File: src/rtl/step_burst_sequencer.sv
// Step-pulse burst sequencer: synchronized start/stop keys drive a
// fixed-width, fixed-rate burst of N step pulses with clean abort.
module step_burst_sequencer #(
    parameter int          CW         = 32,
    parameter int          NW         = 16,
    parameter int unsigned DEF_PERIOD = 2000,
    parameter int unsigned DEF_HIGH   = 500
) (
    input  logic          clk,
    input  logic          rst,
    input  logic          start_n,
    input  logic          stop_n,
    input  logic          cfg_we,
    input  logic [CW-1:0] cfg_period,
    input  logic [CW-1:0] cfg_high,
    input  logic [NW-1:0] cfg_steps,
    input  logic          cfg_dir,
    output logic          step,
    output logic          dir,
    output logic          busy,
    output logic          done,
    output logic          err,
    output logic [NW-1:0] steps_left,
    output logic [1:0]    state_code
);

    typedef enum logic [1:0] {
        S_IDLE = 2'b00,
        S_RUN  = 2'b01,
        S_STOP = 2'b10,
        S_DONE = 2'b11
    } state_t;

    state_t state, state_n;

    logic start_s1, start_s2, start_h;
    logic stop_s1, stop_s2, stop_h;
    logic start_ev, stop_ev;

    logic [CW-1:0] period_r, high_r;
    logic [NW-1:0] steps_r;
    logic          dir_cfg_r;

    logic [CW-1:0] phase, phase_n, phase_inc;
    logic [NW-1:0] left_r, left_n;
    logic          step_r, step_n;
    logic          dir_r, dir_n;
    logic          err_r, err_n;
    logic          cfg_load;
    logic          cfg_ok;
    logic          phase_last, high_last;

    // Key synchronizers; the history flop turns a held key into one event.
    always_ff @(posedge clk) begin
        if (rst) begin
            start_s1 <= 1'b1;
            start_s2 <= 1'b1;
            start_h  <= 1'b1;
            stop_s1  <= 1'b1;
            stop_s2  <= 1'b1;
            stop_h   <= 1'b1;
        end else begin
            start_s1 <= start_n;
            start_s2 <= start_s1;
            start_h  <= start_s2;
            stop_s1  <= stop_n;
            stop_s2  <= stop_s1;
            stop_h   <= stop_s2;
        end
    end

    assign start_ev = start_h & ~start_s2;
    assign stop_ev  = stop_h & ~stop_s2;

    always_ff @(posedge clk) begin
        if (rst) begin
            period_r  <= CW'(DEF_PERIOD);
            high_r    <= CW'(DEF_HIGH);
            steps_r   <= '0;
            dir_cfg_r <= 1'b0;
        end else if (cfg_load) begin
            period_r  <= cfg_period;
            high_r    <= cfg_high;
            steps_r   <= cfg_steps;
            dir_cfg_r <= cfg_dir;
        end
    end

    assign cfg_ok = (steps_r != '0) && (high_r != '0) && (high_r < period_r);

    assign phase_last = (phase == period_r - CW'(1));
    assign high_last  = (phase == high_r - CW'(1));
    assign phase_inc  = phase_last ? '0 : phase + CW'(1);

    always_ff @(posedge clk) begin
        if (rst) begin
            state  <= S_IDLE;
            phase  <= '0;
            left_r <= '0;
            step_r <= 1'b0;
            dir_r  <= 1'b0;
            err_r  <= 1'b0;
        end else begin
            state  <= state_n;
            phase  <= phase_n;
            left_r <= left_n;
            step_r <= step_n;
            dir_r  <= dir_n;
            err_r  <= err_n;
        end
    end

    always_comb begin
        state_n  = state;
        phase_n  = phase;
        left_n   = left_r;
        step_n   = step_r;
        dir_n    = dir_r;
        err_n    = err_r;
        cfg_load = 1'b0;

        unique case (state)
            S_IDLE: begin
                cfg_load = cfg_we;
                if (cfg_we) begin
                    err_n = 1'b0;
                end
                // A simultaneous stop cancels the start.
                if (start_ev && !stop_ev) begin
                    if (cfg_ok) begin
                        state_n = S_RUN;
                        phase_n = '0;
                        left_n  = steps_r;
                        dir_n   = dir_cfg_r;
                        err_n   = 1'b0;
                        step_n  = 1'b1;
                    end else begin
                        err_n = 1'b1;
                    end
                end
            end

            S_RUN: begin
                if (stop_ev) begin
                    // A pulse ending this cycle completes without a STOP visit.
                    if (step_r && !high_last) begin
                        state_n = S_STOP;
                        phase_n = phase_inc;
                        step_n  = 1'b1;
                    end else begin
                        state_n = S_IDLE;
                        phase_n = '0;
                        step_n  = 1'b0;
                    end
                end else begin
                    phase_n = phase_inc;
                    step_n  = (phase_inc < high_r);
                    if (phase_last) begin
                        left_n = (left_r != '0) ? left_r - NW'(1) : '0;
                        if (left_r <= NW'(1)) begin
                            state_n = S_DONE;
                            phase_n = '0;
                            step_n  = 1'b0;
                        end
                    end
                end
            end

            S_STOP: begin
                phase_n = phase_inc;
                if (high_last) begin
                    state_n = S_IDLE;
                    phase_n = '0;
                    step_n  = 1'b0;
                end else begin
                    step_n = 1'b1;
                end
            end

            S_DONE: begin
                cfg_load = cfg_we;
                if (cfg_we) begin
                    err_n = 1'b0;
                end
                state_n = S_IDLE;
            end
        endcase
    end

    assign step       = step_r;
    assign dir        = dir_r;
    assign busy       = (state == S_RUN) || (state == S_STOP);
    assign done       = (state == S_DONE);
    assign err        = err_r;
    assign steps_left = left_r;
    assign state_code = state;

endmodule

File: config.mk
export PLATFORM = sky130hd
export DESIGN_NAME = step_burst_sequencer
export DESIGN_NICKNAME = d
export VERILOG_FILES = /design/src/rtl/step_burst_sequencer.sv
export SDC_FILE = /design/constraint.sdc
export NUM_CORES = 1
export LEC_CHECK = 0
export CAP_MARGIN = 0
export CORE_MARGIN = 5
export CORE_UTILIZATION = 35
export CTS_CLUSTER_SIZE = 28
export DETAILED_ROUTE_END_ITERATION = 7
export GPL_TIMING_DRIVEN = 0
export PLACE_DENSITY = 0.57
export SKIP_CTS_REPAIR_TIMING = 1
export SLEW_MARGIN = 10
export SYNTH_ARGS = -nofsm -noshare
export SYNTH_HDL_FRONTEND = slang
export SYNTH_SLANG_ARGS = --single-unit
File: constraint.sdc
create_clock -name clk -period 4.5 [get_ports clk]
set_clock_uncertainty 0.05 [all_clocks]
set_input_delay 0.9 -clock clk [delete_from_list [all_inputs] [get_ports clk]]
set_output_delay 0.9 -clock clk [all_outputs]
set_load 0.02 [all_outputs]
Word level (Yosys, flattened, before mapping):

Index checks and enable logic that the tools add are counted.

* register bits: 140
* logic and storage cells: 94
* input port bits: 86

* mux-type cells: 36
* $add $sub $neg: 4
* eq/ne operators: 12
* reduce and logical (&&, ||, !) cells: 19
* $lt $le $gt $ge: 3
* bitwise logic cells: 4

Operators with widths (number)
* $mux W32: 8
* $pmux W32 S3: 1
* $mux W16: 5
* $eq A32 B32 Y1: 2
* $lt A32 B32 Y1: 2
* $sub A32 B1 Y32 const B: 2
* $add A32 B1 Y32 const B: 1
* $pmux W16 S2: 1
* $reduce_bool A16 Y1: 2
* $reduce_bool A32 Y1: 1
* $le A16 B1 Y1 const B: 1
* $sub A16 B1 Y16 const B: 1
* $mux W2: 7
* $mux W1: 11
* $ne A2 B2 Y1 const B: 5
* $reduce_and A5 Y1: 2
* $pmux W2 S4: 1
* $ne A3 B3 Y1 const B: 2
* $reduce_and A3 Y1: 2
* $eq A2 B2 Y1 const B: 2
* $logic_and A1 B1 Y1: 4
* $reduce_bool A2 Y1: 2
* $pmux W1 S3: 1
* $reduce_bool A3 Y1: 1
* other kinds (8): 11

Depth between registers and ports, before layout:

Gate-level depths: netlist of the first run.

* depth after elaboration: 8
* mapped depth: 24
* mapped depth without buffers: 20

Worst setup path after synthesis of the first run:

OpenSTA, ideal clock, no wires.

* path kind: register to register
* start point: register period_r[22]
* end point: register step_r, in the netlist step
* stages on the path, launching flop included: 21
* path buffers: 3
* period minus slack after synthesis: 4.731 ns
* setup slack: -0.231 ns
* setup time: 0.092 ns
* arrival time: 4.589 ns
* path through: dfxtp_1 buf_6 or4_4 or3_4 o21ai_2 o221ai_1 or4_4 nor4_4 and3_1 buf_2 buf_4 nor2_1 ha_1 a21o_1 a21o_1 a21oi_1 a211o_1 a21oi_1 or3_1 o211a_1 nor4_1

* word-level cells in the longest chain between the ends: 8
* elaborated cells between the ends (all ways): 12

Ends and longest elaborated chain
* from (decl): line 40 `logic [CW-1:0] period_r, high_r;`
* from (signal assigned): line 77 `period_r <= CW'(DEF_PERIOD);`
* from (signal assigned): line 82 `period_r <= cfg_period;`
* $sub A32 B1 Y32: line 91 `assign phase_last = (phase == period_r - CW'(1));`
* $eq A32 B32 Y1: line 91
* $mux W32: line 93 `assign phase_inc = phase_last ? '0 : phase + CW'(1);`
* $lt A32 B32 Y1: line 157 `step_n = (phase_inc < high_r);`
* $mux W1: line 160 `if (left_r <= NW'(1)) begin`
* $mux W1: line 158 `if (phase_last) begin`
* $mux W1: line 144 `if (stop_ev) begin`
* $pmux W1 S3: line 122 `unique case (state)`
* to (signal assigned): line 107 `step_r <= step_n;`
* to (decl): line 46 `logic step_r, step_n;`

Parallel ways exist; a longest one is shown, timed or not.
A chain may end at the register's enable or synchronous reset.

Final worst setup path of the first run:

* start point: register period_r[25]
* end point: register step_r, in the netlist step

Same word-level chain as after synthesis.

==> flow_summary.yaml, run 1 <==
timing:
  fmax_mhz: 202
  period_needed_ps: 4950
  rsz0062_at_grt: "yes"
  slew_viol_final: 0
  setup_viol: 1
  relSlewSlack_pct: 38.9
  period_share_pct: 110
  hold_viol_final: 0
  tightest_slew_ps: 917
  fin_ws_ps: -451
global_routing:
  grt_overflow: 0
  grt_pass1_wl_um: 57300
  grt_pass1_vias: 9805
  grt_max_degree: 17
  grt_usage_pct: 21.9
  grt_antenna_before_repair: 0
synth:
  synth_edf_count: 0
  syn_area_per_cell_um2: 7.64
  async_flop_share_pct: 0
  synthCells: 1345
  syn_area_um2: 10300
  yosysTopAreaCell: "dfxtp_1"
  synth_cell_types: 84
  ys_seq_area_share_pct: 27.3
  synth_ff_type: "dfxtp_1"
  yosys_warnings: 0
  yosysTopAreaCellShare_pct: 27.3
  synth_area_leaders: "dfxtp_1 27%, ha_1 8.9%, nand2_1 7.0%"
  yosys_register_bits: 140
  syn_nets: 1504
route:
  ant_nets: 0
  drc: 0
  vias: 10400
  viasPerCell: 5.51
  drt_iter0_markers: 839
  first_pass_iters: 5
  wl_per_cell_um: 19.7
  drt_wl_total_um: 37000
power_and_ir_drop:
  power_w: 0.00556
  powerDensity_nw_per_um2: 432
  cellLeakagePower_nw: 4.88
  vdd_ir_drop_max_v: 0.000340
setup_path:
  reg2reg_to: "step"
  critical_path_class: "reg -> reg"
  worstPathMaxFanout: 8
  reg2reg_depth: 19
  worstPathRequired_ps: 4750
  arrival_ps: 5200
  crit_path_start_kind: "flop"
  r2r_slack_ps: -450
  r2r_start: "period_r[25]"
  endpoint_kind: "flop"
cts:
  path_clk_slew_ps: 80
  max-clock-path-buffers: 2
  cts_sinks: 140
  tritoncts: "built"
  ctsHtreeMaxLevel: 4
  cts_root_buf: "clkbuf_16"
  numCtsBuffers: 17
  clk_latency_ps: 440
job:
  drv_cap: 0
worst_hold_path:
  hold_start: "stop_s1"
  hold_depth: 1
  worstHoldEndpoint: "stop_s2"
  min_path_type: "reg -> reg"
placed_design:
  place.port_buffers: 107
  post-place-ws_ps: -889
  gp_congestion: 0.973
  place_inst: 1836
  hpwl_um: 28800
floorplanning:
  core_area_um2: 28900
  io_pins: 109
  die_h_um: 181
  die_w_um: 181
  core.rowCount: 62
  die-area_um2: 32900
  start_util_pct: 35.6
layout:
  stdcell_count: 1882
  syn_to_final_growth_pct: 25.1
  nets: 1644
  num_antenna_cells: 0
  drive_gt1_share_pct: 10.3
  finish.utilization_pct: 44.6
status:
  status: "finished with violations"
  violations: "setup timing"
-- layout by cell type (no fill, tap or decap), types with 14 or more instances in the layout --
cell type,instances
or4_1,14
nand3_1,44
inv_1,80
a22o_1,31
nor3_1,29
nor2_1,100
buf_4,19
o21ai_0,21
xor2_1,38
a21oi_1,109
clkbuf_1,61
dfxtp_1,134
clkbuf_16,17
nor4_1,32
nand4_1,29
xnor2_1,67
ha_1,70
clkdlybuf4s50_1,107
nand2_1,191
-- per-layer routing --
layer  track usage [%]  wire, um  share of wire [%]
met5                 0         0                  0
met4              6.54       930                2.5
met3              3.32      2050                5.5
met2              35.4     17100                 46
met1              30.2     17000                 46
-- worst max-delay path: stages, from the launching register on --
cell and delay [ps]:
dfxtp_4 360, or4_4 540, or3_4 410, o21ai_4 190, o221ai_2 110, or4_4 530, nor4_4 320, and3_4 310
buf_8 160, buf_6 110, nor2_4 40, ha_4 270, a21o_1 120, a21oi_2 60, a211o_1 320, buf_4 150
or3_4 350, a31oi_1 160, o211a_1 190, nor4_2 50
-- metrics by stage --
stage	hold WS [ps]	instance area [um^2]	setup TNS, ps
5_1_grt	383	12900	-3130
3_5_place_dp	350	11900	-1420
6_report	364	12900	-451
2_1_floorplan	339	10300	0
4_1_cts	368	12500	-2690
3_3_place_gp	346	11900	-1930
-- worst max path at each step --
stage / startpoint / endpoint / slack [ps] / cells past startpoint
6_report: period_r[25] / step / -450 / 19
4_1_cts: period_r[0] / step / -970 / 22
3_3_place_gp: period_r[0] / step / -920 / 22
3_5_place_dp: period_r[0] / step / -890 / 22
2_1_floorplan: period_r[2] / step / 6 / 21
5_1_grt: period_r[11] / step / -610 / 18
-- power breakdown --
part | internal [W] | switching [W]
sequential | 0.00140 | 0.000283
clock | 0.000754 | 0.000677
combinational | 0.000958 | 0.00148
total | 0.00312 | 0.00244
-- Yosys cell counts (all sizes together) (3+ instances only) --
| library cell | number |
|---|---|
| nand2 | 191 |
| dfxtp | 140 |
| a21oi | 114 |
| nor2 | 103 |
| inv | 81 |
| ha | 73 |
| xnor2 | 67 |
| clkbuf | 66 |
| nand3 | 44 |
| nor4 | 43 |
| xor2 | 38 |
| nor3 | 33 |
| a22o | 31 |
| nand4 | 29 |
| o21ai | 27 |
| buf | 26 |
| or4 | 22 |
| or3 | 18 |
| a211oi | 16 |
| a211o | 13 |
| a21o | 13 |
| a31oi | 12 |
| and3 | 10 |
| or2 | 10 |
| nand2b | 9 |
| nor2b | 9 |
| o311ai | 9 |
| a22oi | 6 |
| nor3b | 6 |
| mux2i | 5 |
| o211a | 5 |
| o22ai | 5 |
| o31ai | 5 |
| o21a | 4 |
| o31a | 4 |
| a2111oi | 3 |
| a31o | 3 |
| a32o | 3 |
| a41oi | 3 |
| mux2 | 3 |
| nor4b | 3 |
| o211ai | 3 |
| o21bai | 3 |
| o221ai | 3 |
| o41ai | 3 |
-- flip-flops by register name, summed over array words and instances, names as in the netlist --
register	count
start_s1	1
start_h	1
high_r	32
stop_s1	1
err	1
stop_s2	1
step	1
dir	1
stop_h	1
state_code	2
steps_r	16
period_r	32
start_s2	1
phase	32
dir_cfg_r	1
steps_left	16
-- cells by family after synthesis --
group	Yosys count	share of synthesized area, %
and+or+nand+nor	543	26.8
xor gates and xnor gates	105	8.95
buffers and inverters	174	7.10
DFF	140	27.3
adders and majority gates	73	8.89
AOI/OAI and AO/OA	301	19.9
muxes	9	1.07
-- cell type report --
type / count / area (um^2)
flip-flops and latches: 140 / 2820
inverters: 82 / 308
multi-input cells: 1031 / 7020
well taps: 384 / 480
repair buffers: 124 / 1200
plain buffers: 89 / 447
fillers: 2917 / 16000
clock inverters: 14 / 146
clock buffers: 18 / 439
Note: power is estimated with default switching activity, not from simulation.
==> run 2, diff against run 1 <==
--- a/config.mk
+++ b/config.mk
@@ -10,6 +10,7 @@
 export CORE_UTILIZATION = 35
 export CTS_CLUSTER_SIZE = 28
 export DETAILED_ROUTE_END_ITERATION = 7
+export GPL_ROUTABILITY_DRIVEN = 0
 export GPL_TIMING_DRIVEN = 0
 export PLACE_DENSITY = 0.57
 export SKIP_CTS_REPAIR_TIMING = 1
==> flow_summary.yaml, run 2 (same netlist as run 1, synthesis figures left out) <==
timing:
  relSlewSlack_pct: 35.4
  fin_ws_ps: -396
  setup_viol: 1
  hold_viol_final: 0
  rsz0062_at_grt: "yes"
  tightest_slew_ps: 968
  fmax_mhz: 204
  slew_viol_final: 0
  period_share_pct: 109
  period_needed_ps: 4900
status:
  status: "finished with violations"
  violations: "setup timing"
route:
  drt_wl_total_um: 37000
  vias: 10400
  wl_per_cell_um: 19.7
  drc: 0
  first_pass_iters: 5
  ant_nets: 0
  drt_iter0_markers: 642
  viasPerCell: 5.54
setup_path:
  worstPathMaxFanout: 5
  arrival_ps: 5190
  worst-path-buf-inv: 1
  worstPathCellList: "or4_4 > or3_4 > o21ai_4 > o221ai_2 > or4_4 > nor4_4 > and3_4 > buf_8 > nor2_4 > ha_4 > a21o_1 > a21o_1 > a21oi_2 > a211o_1 > a21oi_2 > or3_4 > o211a_1 > nor4_2"
  crit_path_start_kind: "flop"
  critical_path_class: "reg -> reg"
  max_stage_delay_ps: 540
  crit_slowest_cell: "or4_4"
  worstPathRequired_ps: 4800
  cp_top_family: "simple AND/OR/NAND/NOR gates"
  endpoint_kind: "flop"
floorplanning:
  start_util_pct: 35.6
  core_area_um2: 28900
  die_h_um: 181
  die-area_um2: 32900
  io_pins: 109
  core.rowCount: 62
  die_w_um: 181
global_routing:
  grt_overflow: 0
  grt_antenna_before_repair: 1
  grt_max_degree: 17
  grt_pass1_wl_um: 56800
  grt_usage_pct: 21.6
  grt_pass1_vias: 10100
cts:
  clk_latency_ps: 450
  ctsHtreeMaxLevel: 4
  max-clock-path-buffers: 2
  cts_sinks: 140
  tritoncts: "built"
  path_clk_slew_ps: 70
  cts_root_buf: "clkbuf_16"
  numCtsBuffers: 17
layout:
  syn_to_final_growth_pct: 25.7
  layout_commonest_cell: "nand2_1"
  mostFrequentLayoutCells: "191 x nand2_1, 134 x dfxtp_1, 110 x a21oi_1, 107 x clkdlybuf4s50_1, 99 x nor2_1"
  reg_top3: "high_r (32), period_r (32), phase (32)"
  drive_gt1_share_pct: 10.4
  finish.utilization_pct: 44.7
  nets: 1643
  num_antenna_cells: 0
  finalInstanceArea_um2: 12900
placed_design:
  placed_area_um2: 11900
  place.port_buffers: 107
  hpwl_um: 28700
worst_hold_path:
  min_path_type: "reg -> reg"
power_and_ir_drop:
  power_frac_comb_pct: 43.4
  clkPwrFrac_pct: 26.3
  cellInternalPower_w: 0.00316
  powerDensity_nw_per_um2: 433
  vdd_ir_drop_max_v: 0.000349
  power.switching_w: 0.00244
  power_w: 0.00559
  seqPwrFrac_pct: 30.2
  cellLeakagePower_nw: 4.88
  swShare_pct: 43.5
job:
  drv_cap: 0
[run 2: metal layers]
metal | routed length [um] | GRT usage, % | vias to the layer above
met5 | 13 | 0 | -
met4 | 1140 | 7.33 | 2
met3 | 2170 | 3.90 | 71
met2 | 16900 | 34.9 | 348
met1 | 16900 | 29.2 | 4914
li1 | - | - | 5088
[run 2: worst paths after layout]
check / start / end / slack (ps) / cells past startpoint
hold / removal: stop_s1 / stop_s2 / 360 / 1
hold reg to reg: stop_s1 / stop_s2 / 360 / 1
setup reg to reg: period_r[25] / step / -400 / 18
setup / recovery: period_r[25] / step / -400 / 18
[run 2: power groups by stage]
stage	logic [W]	clock network [W]	registers (W)
5_1_grt	0.00267	0.00153	0.00171
4_1_cts	0.00236	0.00149	0.00166
3_3_place_gp	0.00233	0	0.00169
3_5_place_dp	0.00234	0	0.00169
2_1_floorplan	0.00157	0	0.00167
6_report	0.00243	0.00147	0.00169
[run 2: layout make-up]
type | instances | area (um^2)
Multi-Input combinational cell | 1031 | 7050
Tap cell | 384 | 480
Clock buffer | 17 | 425
Buffer | 90 | 455
Fill cell | 2950 | 15900
Timing Repair Buffer | 122 | 1210
Sequential cell | 140 | 2810
Clock inverter | 15 | 175
Inverter | 82 | 308
[run 2: through the flow]
step | hold WS [ps] | setup slack [ps] | std cells | setup TNS (ps)
final | 363 | -396 | 1881 | -396
after global routing | 374 | -611 | 1881 | -611
after CTS | 363 | -939 | 1868 | -1630
after detailed placement | 346 | -900 | 1836 | -921
after global placement | 346 | -899 | 1836 | -972
after floorplan | 339 | 6.37 | 1345 | 0
==> run 3, diff against run 2 <==
--- a/config.mk
+++ b/config.mk
@@ -5,6 +5,7 @@
 export SDC_FILE = /design/constraint.sdc
 export NUM_CORES = 1
 export LEC_CHECK = 0
+export ABC_AREA = 1
 export CAP_MARGIN = 0
 export CORE_MARGIN = 5
 export CORE_UTILIZATION = 35
@@ -12,6 +13,7 @@
 export DETAILED_ROUTE_END_ITERATION = 7
 export GPL_ROUTABILITY_DRIVEN = 0
 export GPL_TIMING_DRIVEN = 0
+export HOLD_SLACK_MARGIN = 0.15
 export PLACE_DENSITY = 0.57
 export SKIP_CTS_REPAIR_TIMING = 1
 export SLEW_MARGIN = 10
==> flow_summary.yaml, run 3 <==
status:
  status: "complete, no violations"
global_routing:
  grt_antenna_before_repair: 1
  grt_max_degree: 17
  grt_pass1_wl_um: 59700
  grt_overflow: 0
  grt_pass1_vias: 10800
  grt_usage_pct: 22.7
synth:
  synth_commonest_cells: "269 x nand2_1, 208 x inv_1, 184 x nor2_1, 148 x a21oi_1, 140 x dfxtp_1"
  ys_seq_area_share_pct: 26.3
  synth_area_leaders: "dfxtp_1 26%, nand2_1 9.5%, ha_1 8.6%"
  syn_area_um2: 10600
  synth_cell_types: 56
  yosys_register_bits: 140
  yosysMostFrequentCell: "nand2_1"
  yosysTopAreaCellShare_pct: 26.3
  synthCells: 1604
  syn_area_per_cell_um2: 6.64
  synth_ff_type: "dfxtp_1"
  syn_nets: 1763
  async_flop_share_pct: 0
  yosys_warnings: 0
  synth_edf_count: 0
  yosysTopAreaCell: "dfxtp_1"
layout:
  finalInstanceArea_um2: 12900
  nets: 1896
  drive_gt1_share_pct: 7.66
  stdcell_count: 2140
  layout_commonest_cell: "nand2_1"
  reg_top3: "high_r (32), period_r (32), phase (32)"
  num_antenna_cells: 0
  syn_to_final_growth_pct: 21.4
  mostFrequentLayoutCells: "265 x nand2_1, 208 x inv_1, 179 x nor2_1, 148 x a21oi_1, 138 x dfxtp_1"
cts:
  ctsHtreeMaxLevel: 4
  max-clock-path-buffers: 2
  clk_latency_ps: 430
  tritoncts: "built"
  cts_root_buf: "clkbuf_16"
  path_clk_slew_ps: 70
  numCtsBuffers: 17
  cts_sinks: 140
setup_path:
  r2r_slack_ps: 150
  arrival_ps: 4620
  reg2reg_depth: 24
  worstPathRequired_ps: 4770
  worstPathMaxFanout: 10
  r2r_start: "period_r[0]"
  reg2reg_to: "step"
  crit_path_start_kind: "flop"
  endpoint_kind: "flop"
  critical_path_class: "reg -> reg"
  startpoint: "period_r[0]"
timing:
  fmax_mhz: 230
  slew_viol_final: 0
  period_share_pct: 96.6
  hold_viol_final: 0
  fin_ws_ps: 153
  setup_viol: 0
  relSlewSlack_pct: 33.6
  period_needed_ps: 4350
  whs_ps: 365
  tightest_slew_ps: 992
worst_hold_path:
  worstHoldEndpoint: "stop_s2"
  hold_depth: 1
  min_path_type: "reg -> reg"
  hold_start: "stop_s1"
floorplanning:
  die_h_um: 184
  die-area_um2: 34000
  core.rowCount: 63
  start_util_pct: 35.7
  die_w_um: 184
  core_area_um2: 29800
  io_pins: 109
placed_design:
  post-place-ws_ps: -197
  placed_area_um2: 12200
  hpwl_um: 31300
  place.port_buffers: 107
  place_inst: 2101
route:
  viasPerCell: 5.24
  vias: 11200
  wl_per_cell_um: 18.3
  drt_iter0_markers: 894
  drt_wl_total_um: 39200
  first_pass_iters: 5
  drc: 0
  ant_nets: 0
power_and_ir_drop:
  cellLeakagePower_nw: 5.57
  powerDensity_nw_per_um2: 647
  vdd_ir_drop_max_v: 0.000339
job:
  drv_cap: 0
==> run 3: cell count changes in the layout (fill, tap and decap cells not counted), moves of 38 or more <==
cell and delta:
inv_1 +128, o21ai_0 +105, nor2_1 +80, nand2_1 +74, a21oi_1 +38, xnor2_1 -38
==> run 3: logic make-up (layout without fill, tap and decap cells) <==
family | after synthesis | count (layout) | share of synthesized area [%]
AOI/OAI and AO/OA | 339 | 339 | 17.3
adders and majority gates | 73 | 73 | 8.58
buffers and inverters | 283 | 429 | 10.7
DFF | 140 | 140 | 26.3
and+or+nand+nor | 670 | 670 | 29.0
xor gates and xnor gates | 99 | 99 | 8.15
==> run 3: through the flow <==
step / utilization (%) / setup TNS [ps] / total power (W)
after floorplan: - / 0 / 0.00526
after detailed placement: 41.0 / -197 / 0.00677
final: 43.4 / 0 / 0.00837
after global placement: 41.0 / -183 / 0.00671
after global routing: 43.4 / -8.18 / 0.00902
after CTS: 42.9 / -228 / 0.00824
==> run 3: critical path, stage by stage (launching register included) <==
cell,delay [ps]
dfxtp_1,330
inv_1,140
ha_1,250
nand2_2,150
nor2_4,170
buf_6,160
nand3_1,170
nor2_1,130
nand2_1,50
nand2_1,150
nand3b_1,100
nor2_1,180
nand3_4,200
clkinvlp_4,210
clkbuf_4,240
nor2_1,90
ha_1,320
nand4_1,240
nor3_4,320
nor3b_4,260
nand2_1,80
nand2_1,70
nand2_1,50
nand2_1,70
a21oi_2,50
==> run 3: how the worst max path moves through the flow <==
stage	endpoint	slack [ps]	depth (start not counted)
2_1_floorplan	step	1210	25
3_3_place_gp	step	-180	25
3_5_place_dp	step	-200	25
4_1_cts	step	-230	25
5_1_grt	step	-8	24
6_report	step	150	24
==> run 3: final cells by class <==
type,count,area [um^2]
plain buffers,67,323
clock buffers,18,429
clock inverters,14,150
fillers,3130,16900
inverters,216,820
multi-input cells,1181,6780
flip-flops and latches,140,2810
well taps,390,488
repair buffers,114,1120
==> run 3: layer usage <==
| metal | part of all wire (%) | wire (um) | vias up | global-route usage [%] |
|---|---|---|---|---|
| met5 | 0.033 | 13 | - | 0 |
| met1 | 45 | 17500 | 5174 | 30.6 |
| met3 | 7.4 | 2880 | 56 | 4.26 |
| met4 | 2.5 | 994 | 2 | 7.10 |
| met2 | 45 | 17800 | 401 | 36.9 |
| li1 | - | - | 5571 | - |
==> run 3: power by group <==
group | total, W | internal (W) | leakage, nW | switching (W)
sequential | 0.00208 | 0.00162 | 1.16 | 0.000467
combinational | 0.00483 | 0.00167 | 4.13 | 0.00316
clock | 0.00145 | 0.000785 | 0.276 | 0.000665
